--- config.mk ---
export PLATFORM = sky130hd
export DESIGN_NAME = pipeline_hazard_ctrl
export DESIGN_NICKNAME = d
export VERILOG_FILES = /design/src/rtl/pipeline_hazard_ctrl.sv
export SDC_FILE = /design/constraint.sdc
export NUM_CORES = 1
export LEC_CHECK = 0
export CORE_UTILIZATION = 34
export CTS_CLUSTER_DIAMETER = 50
export DETAILED_ROUTE_END_ITERATION = 8
export HOLD_SLACK_MARGIN = 0.06
export PLACE_DENSITY = 0.85
export SLEW_MARGIN = 20
export SYNTH_ARGS = -nofsm -noshare
export SYNTH_HDL_FRONTEND = slang
export SYNTH_SLANG_ARGS = --single-unit
--- constraint.sdc ---
create_clock -name clk -period 5 [get_ports clk]
set_clock_uncertainty 0.15 [all_clocks]
set_input_delay 1.5 -clock clk [delete_from_list [all_inputs] [get_ports clk]]
set_output_delay 1.5 -clock clk [all_outputs]
set_load 0.01 [all_outputs]
--- src/rtl/pipeline_hazard_ctrl.sv ---
// Stage-enable / flush sequencer for the 5-stage pipeline: load-use stalls, taken-branch
// flushes and data-memory wait freezes with timeout. Optional macro: PERF_CNT_EN (perf counters).
module pipeline_hazard_ctrl #(
    parameter int MEM_TIMEOUT = 16,
    parameter int CNT_W       = 16
) (
    input  logic             clk,
    input  logic             reset,
    input  logic [4:0]       AddrA_ID,
    input  logic [4:0]       AddrB_ID,
    input  logic             useA_ID,
    input  logic             useB_ID,
    input  logic [4:0]       Rd_EX,
    input  logic             MemRead_EX,
    input  logic             BrTaken_EX,
    input  logic             MemAcc_MEM,
    input  logic             dmem_ready,
    output logic             pc_en,
    output logic             ifid_en,
    output logic             ifid_flush,
    output logic             idex_en,
    output logic             idex_bubble,
    output logic             exmem_en,
    output logic             memwb_bubble,
    output logic             mem_err,
    output logic [CNT_W-1:0] stall_count,
    output logic [CNT_W-1:0] flush_count,
    output logic [1:0]       state_dbg_o
);

    localparam int WAIT_W = (MEM_TIMEOUT > 2) ? $clog2(MEM_TIMEOUT) : 1;
    localparam logic [WAIT_W-1:0] WAIT_LAST = WAIT_W'(MEM_TIMEOUT - 1);

    typedef enum logic [1:0] {
        ST_RUN      = 2'd0,
        ST_MEM_WAIT = 2'd1,
        ST_HALT     = 2'd2
    } state_t;

    state_t            state_q, state_d;
    logic [WAIT_W-1:0] wait_cnt_q, wait_cnt_d;
    logic              mem_err_q, mem_err_d;

    logic mem_stall;
    logic load_use;

    assign mem_stall = MemAcc_MEM & ~dmem_ready;
    // XZR is never a real producer, so a load into X31 cannot create a hazard.
    assign load_use  = MemRead_EX & (Rd_EX != 5'd31) &
                       ((useA_ID & (AddrA_ID == Rd_EX)) | (useB_ID & (AddrB_ID == Rd_EX)));

    always_comb begin
        state_d      = state_q;
        wait_cnt_d   = wait_cnt_q;
        mem_err_d    = mem_err_q;
        pc_en        = 1'b1;
        ifid_en      = 1'b1;
        ifid_flush   = 1'b0;
        idex_en      = 1'b1;
        idex_bubble  = 1'b0;
        exmem_en     = 1'b1;
        memwb_bubble = 1'b0;

        if (reset) begin
            pc_en        = 1'b0;
            ifid_en      = 1'b0;
            idex_en      = 1'b0;
            exmem_en     = 1'b0;
            ifid_flush   = 1'b1;
            idex_bubble  = 1'b1;
            memwb_bubble = 1'b1;
            state_d      = ST_RUN;
            wait_cnt_d   = '0;
            mem_err_d    = 1'b0;
        end else begin
            case (state_q)
                ST_RUN, ST_MEM_WAIT: begin
                    if ((state_q == ST_MEM_WAIT) && !dmem_ready) begin
                        pc_en        = 1'b0;
                        ifid_en      = 1'b0;
                        idex_en      = 1'b0;
                        exmem_en     = 1'b0;
                        memwb_bubble = 1'b1;
                        if (wait_cnt_q == WAIT_LAST) begin
                            state_d   = ST_HALT;
                            mem_err_d = 1'b1;
                        end else begin
                            wait_cnt_d = wait_cnt_q + 1'b1;
                        end
                    end else begin
                        // A released wait falls through to the normal RUN priority this cycle.
                        state_d    = ST_RUN;
                        wait_cnt_d = '0;
                        if (mem_stall) begin
                            pc_en        = 1'b0;
                            ifid_en      = 1'b0;
                            idex_en      = 1'b0;
                            exmem_en     = 1'b0;
                            memwb_bubble = 1'b1;
                            state_d      = ST_MEM_WAIT;
                            wait_cnt_d   = WAIT_W'(1);
                        end else if (BrTaken_EX) begin
                            ifid_flush  = 1'b1;
                            idex_bubble = 1'b1;
                        end else if (load_use) begin
                            pc_en       = 1'b0;
                            ifid_en     = 1'b0;
                            idex_bubble = 1'b1;
                        end
                    end
                end
                ST_HALT: begin
                    pc_en        = 1'b0;
                    ifid_en      = 1'b0;
                    idex_en      = 1'b0;
                    exmem_en     = 1'b0;
                    memwb_bubble = 1'b1;
                end
                default: begin
                    state_d    = ST_RUN;
                    wait_cnt_d = '0;
                end
            endcase
        end
    end

    always_ff @(posedge clk) begin
        if (reset) begin
            state_q    <= ST_RUN;
            wait_cnt_q <= '0;
            mem_err_q  <= 1'b0;
        end else begin
            state_q    <= state_d;
            wait_cnt_q <= wait_cnt_d;
            mem_err_q  <= mem_err_d;
        end
    end

    assign mem_err     = mem_err_q;
    assign state_dbg_o = state_q;

`ifdef PERF_CNT_EN
    logic [CNT_W-1:0] stall_cnt_q, flush_cnt_q;
    logic             flush_evt;

    // A flush is the only decision that raises ifid_flush while the PC still advances.
    assign flush_evt = ifid_flush & pc_en;

    always_ff @(posedge clk) begin
        if (reset) begin
            stall_cnt_q <= '0;
            flush_cnt_q <= '0;
        end else begin
            if (!pc_en && (stall_cnt_q != {CNT_W{1'b1}})) begin
                stall_cnt_q <= stall_cnt_q + 1'b1;
            end
            if (flush_evt && (flush_cnt_q != {CNT_W{1'b1}})) begin
                flush_cnt_q <= flush_cnt_q + 1'b1;
            end
        end
    end

    assign stall_count = stall_cnt_q;
    assign flush_count = flush_cnt_q;
`else
    assign stall_count = '0;
    assign flush_count = '0;
`endif

endmodule

Word-level counts from Yosys, hierarchy flattened:

Cells that the tools add are included.

* bits in registers: 7
* input port bits: 23
* output and inout bits: 42

* bitwise operators: 8
* reductions and logical operators: 7
* add/subtract/negate cells: 1
* eq/ne operators: 8
* mux-type cells: 33

Operators with widths (count)
* two-way mux 1 bit: 24
* == test 5 bit: 2
* two-way mux 4 bit: 2
* case mux 4 bit (2 select lines): 1
* != test 3 bit, second input constant: 2
* case mux 1 bit (2 select lines): 3
* bitwise AND 1 bit: 5
* != test 5 bit, second input constant: 1
* adder 4 x 1 -> 4 bit, second input constant: 1
* == test 4 bit, second input constant: 1
* two-way mux 2 bit: 2
* case mux 2 bit (2 select lines): 1
* AND reduction 2 bit: 2
* AND reduction 3 bit: 1
* == test 2 x 1 -> 1 bit, second input constant: 1
* == test 2 bit, second input constant: 1
* logical NOT 2 bit: 1
* NOT 1 bit: 2
* OR reduction 2 bit: 1
* logical AND 1 bit: 1
* logical NOT 1 bit: 1
* OR 1 bit: 1

Depth between registers and ports, before layout:

* depth in word-level cells: 10
* depth in mapped cells: 5
* gate-level depth less buffers: 5

Least setup slack after synthesis:

OpenSTA, ideal clock, no wires.

* path type: input-to-output
* start point: input Rd_EX[3]
* end point: output pc_en
* path buffers: 1
* path slack: 0.722 ns
* arrival time: 2.628 ns
* stages on the path: 5
* required time: 3.350 ns
* cells stage by stage: xor2_1 -> nor4_2 -> a32oi_1 -> o41a_1 -> buf_4

* word-level cells in the longest chain between the ends: 10
* elaborated cells between the ends (all ways): 14
* those cells by class: eq/ne: 3; mux: 6; bitwise: 5

RTL lines
* start: declaration: RTL line 13 `input logic [4:0] Rd_EX,`
* == test 5 bit: RTL line 50 `((useA_ID & (AddrA_ID == Rd_EX)) | (useB_ID & (AddrB_ID == Rd_EX)));`
* bitwise AND 1 bit: RTL line 50
* OR 1 bit: RTL line 50
* bitwise AND 1 bit (*): RTL line 49 `assign load_use = MemRead_EX & (Rd_EX != 5'd31) &`
* two-way mux 1 bit (*) (4 in series)
* case mux 1 bit (2 select lines) (*)
* two-way mux 1 bit (*)
* end: declaration: RTL line 18 `output logic pc_en,`

Mark *: on every way between the ends. The rest lies on a longest branch, timed or not.

Final worst setup path:

* start point: input Rd_EX[2]
* end point: output pc_en

* word-level cells in the longest chain between the ends: 10
* elaborated cells between the ends (all ways): 14
* those cells by class: eq/ne: 3; mux: 6; bitwise: 5

RTL lines
* == test 5 bit: RTL line 50
* bitwise AND 1 bit: RTL line 50
* OR 1 bit: RTL line 50
* bitwise AND 1 bit (*): RTL line 49
* two-way mux 1 bit (*): RTL line 105 `end else if (load_use) begin`
* two-way mux 1 bit (*): RTL line 102 `end else if (BrTaken_EX) begin`
* two-way mux 1 bit (*): RTL line 94 `if (mem_stall) begin`
* two-way mux 1 bit (*): RTL line 78 `if ((state_q == ST_MEM_WAIT) && !dmem_ready) begin`
* case mux 1 bit (2 select lines) (*): RTL line 76 `case (state_q)`
* two-way mux 1 bit (*): RTL line 64 `if (reset) begin`

Marked as above.

==> out/metrics.cfg <==
[routing]
via_per_inst = 4.23
routedWlPerCell_um = 9.85
num_vias = 672
drt_iter0_drc = 8
drtPass1Iterations = 4
drc = 0
routed_wl_mm = 1.57
ant_nets = 0

[logic_synthesis]
muxShareOfSynthArea_pct = 0
yosysWarnings = 0
async_flop_share_pct = 0
yosys.area_share.adder_pct = 1.62
synth_seq_cells = 7
synth_cell_types = 30
syn_area_per_cell_sq_um = 8.23
yosys.area_share.simple_pct = 15.4
netlist_area_sq_um = 773
synth-seq-area-share_pct = 18.1
synth_edf_count = 0
synth_top_family_by_area = buffers and inverters
synth_xor_area_share_pct = 13.6
synth-compound-area-share_pct = 16.3
synthCells = 94
synth_ff_type = dfxtp_1

[die]
start_util_pct = 37.9
die_w_um = 49.7
fp.dieH_um = 49.7
rows = 16
ios = 65
dieArea_sq_mm = 0.00247
core_region_area_sq_mm = 0.00204

[clocking]
cts_buffers = 3
cts_sinks = 7
post-cts-setup-buffers = 0
cts_buffer_depth = 2
cts_root_buffer = clkbuf_4
clkTransAtPathRegs_ns = 0.05
clkLatencyLatePin_ns = 0.24
hold_buffers = 0
cts_tree = done
htree_levels = 1

[worst_setup_path]
crit_chain = clkdlybuf4s50_1 > buf_4 > xor2_1 > nor4_2 > a32oi_1 > o41a_1 > dlygate4sd2_1
cp_data_arrival_time_ns = 3.28
required_ns = 3.35
critPathSlowestCell = clkdlybuf4s50_1
max_stage_delay_ns = 0.44
reg2reg_depth = 5
path_max_fanout = 2
start_kind = input pin
crit_type = input pin to output pin
end_kind = output pin

[sta]
rsz0062_at_grt = true
fmax_mhz = 203
fin_crit_ns = 4.93
hold_viol = 0
setup_viol = 0
fin_setup_tns_ns = 0
min_period_over_period_pct = 98.5
finalMaxSlewViolations = 0

[global_routing]
grt_pass1_wl_mm = 2.45
overflow = 0
grt_max_degree = 10
antenna_found_initial = 0
grtUsageTotal_pct = 13.4
grt_pass1_vias = 636

[power_and_ir_drop]
cellLeakagePower_uw = 0.000471
totalPowerFinal_uw = 169
p_per_area_mw_per_mm2 = 160
peakVddDrop_mv = 0.0734

[placement]
place_inst = 155
portBuffers = 32
place_congestion = 0.742
dp_hpwl_mm = 1.36

[layout]
finalNetCount = 157
syn2layout_area_growth_pct = 36.7
drive_gt1_share_pct = 9.85
instances_no_fill = 159
num-fill-cells = 200
antenna_cells = 0
multi_input_comb_area_sq_um = 483
seqCellArea_sq_um = 140

[min_path]
min_path_cells = 2
hold_class = flip-flop to flip-flop

[run_status]
status = completed

[flow_run]
max_cap_violations = 0

report_power, final:
part	switching, uW	internal, uW	leakage (uW)
combinational	29.2	31.6	0.000399
clock	19.8	30.4	0.0000150
sequential	1.15	56.7	0.0000567
total	50.2	119	0.000471
cells in the mapped netlist (all sizes together), types with 2 or more instances:
library cell	instances	area, sq um
o21bai	2	15.0
nand2	3	11.3
dfxtp	7	140
nor4	2	18.8
nor2	4	15.0
nand3	3	15.0
xnor2	4	35.0
a211oi	2	15.0
buf	34	255
xor2	8	70.1
inv	3	11.3
a21oi	6	33.8
area by class of cell:
cell class	instances	area share [%]
clock buffer	4	2.49
inverter	3	1.07
multi-input combinational	81	45.7
sequential	7	13.3
tap	27	3.20
timing repair buffer	37	34.3
registers in the layout, indices dropped and copies added, names as in the netlist:
name	flops
mem_err	1
state_dbg_o	2
wait_cnt_q	4
metrics by stage:
| step | worst slack, ns | utilization [%] | area (sq um) | hold slack (ns) |
|---|---|---|---|---|
| 3_5_place_dp | -0.132 | 50.2 | 1030 | 0.315 |
| 2_1_floorplan | 0.722 | - | 890 | 0.326 |
| 5_1_grt | -0.00269 | 51.8 | 1060 | 0.391 |
| 6_report | 0.0729 | 51.8 | 1060 | 0.317 |
| 3_3_place_gp | -0.0933 | 50.2 | 1030 | 0.311 |
| 4_1_cts | 0.0603 | 51.3 | 1050 | 0.329 |
logic make-up (layout without fill, tap and decap cells):
logic type | Yosys count | count (layout)
simple gates | 19 | 19
xor+xnor | 12 | 12
other cells | 1 | 32
buf+inv | 37 | 44
compound gates | 17 | 17
fa+ha+maj | 1 | 1
flops | 7 | 7
timing repair:
item,in CTS,in global routing
setup endpoints to repair,3,2
gates resized for setup,3,4
pin swaps,0,1
placed cells by master, fill, tap and decap left out, types with 2 or more instances in the layout:
cell / count
xnor2_1: 4
buf_4: 5
conb_1: 32
dlygate4sd2_1: 2
a211oi_1: 2
inv_1: 3
nand3_1: 3
xor2_1: 8
nor2_1: 4
o21bai_1: 2
dfxtp_1: 7
nand2_1: 3
clkbuf_4: 3
dlymetal6s2s_1: 3
a21oi_1: 5
clkdlybuf4s50_1: 26
metal layers:
metal | global-route usage [%] | routed length, um | vias to the layer above
li1 | - | - | 330
met1 | 11.9 | 542 | 296
met2 | 25.5 | 845 | 44
met3 | 3.09 | 143 | 2
met4 | 10.0 | 34 | 0
met5 | 0 | 0 | -
path summary, 6_finish.rpt:
kind	endpoint	startpoint	slack (ns)
setup / recovery	pc_en	Rd_EX[2]	0.07
hold / removal	mem_err	mem_err	0.32
setup reg to reg	wait_cnt_q[3]	wait_cnt_q[0]	3.37
hold reg to reg	mem_err	mem_err	0.32
critical path: cells and delay by family:
kind            cells  cell delay (ns)
compound gates      2             0.58
xor+xnor            1             0.16
buf+inv             3             0.89
simple gates        1             0.14
Note: power is estimated with default switching activity, not from simulation.
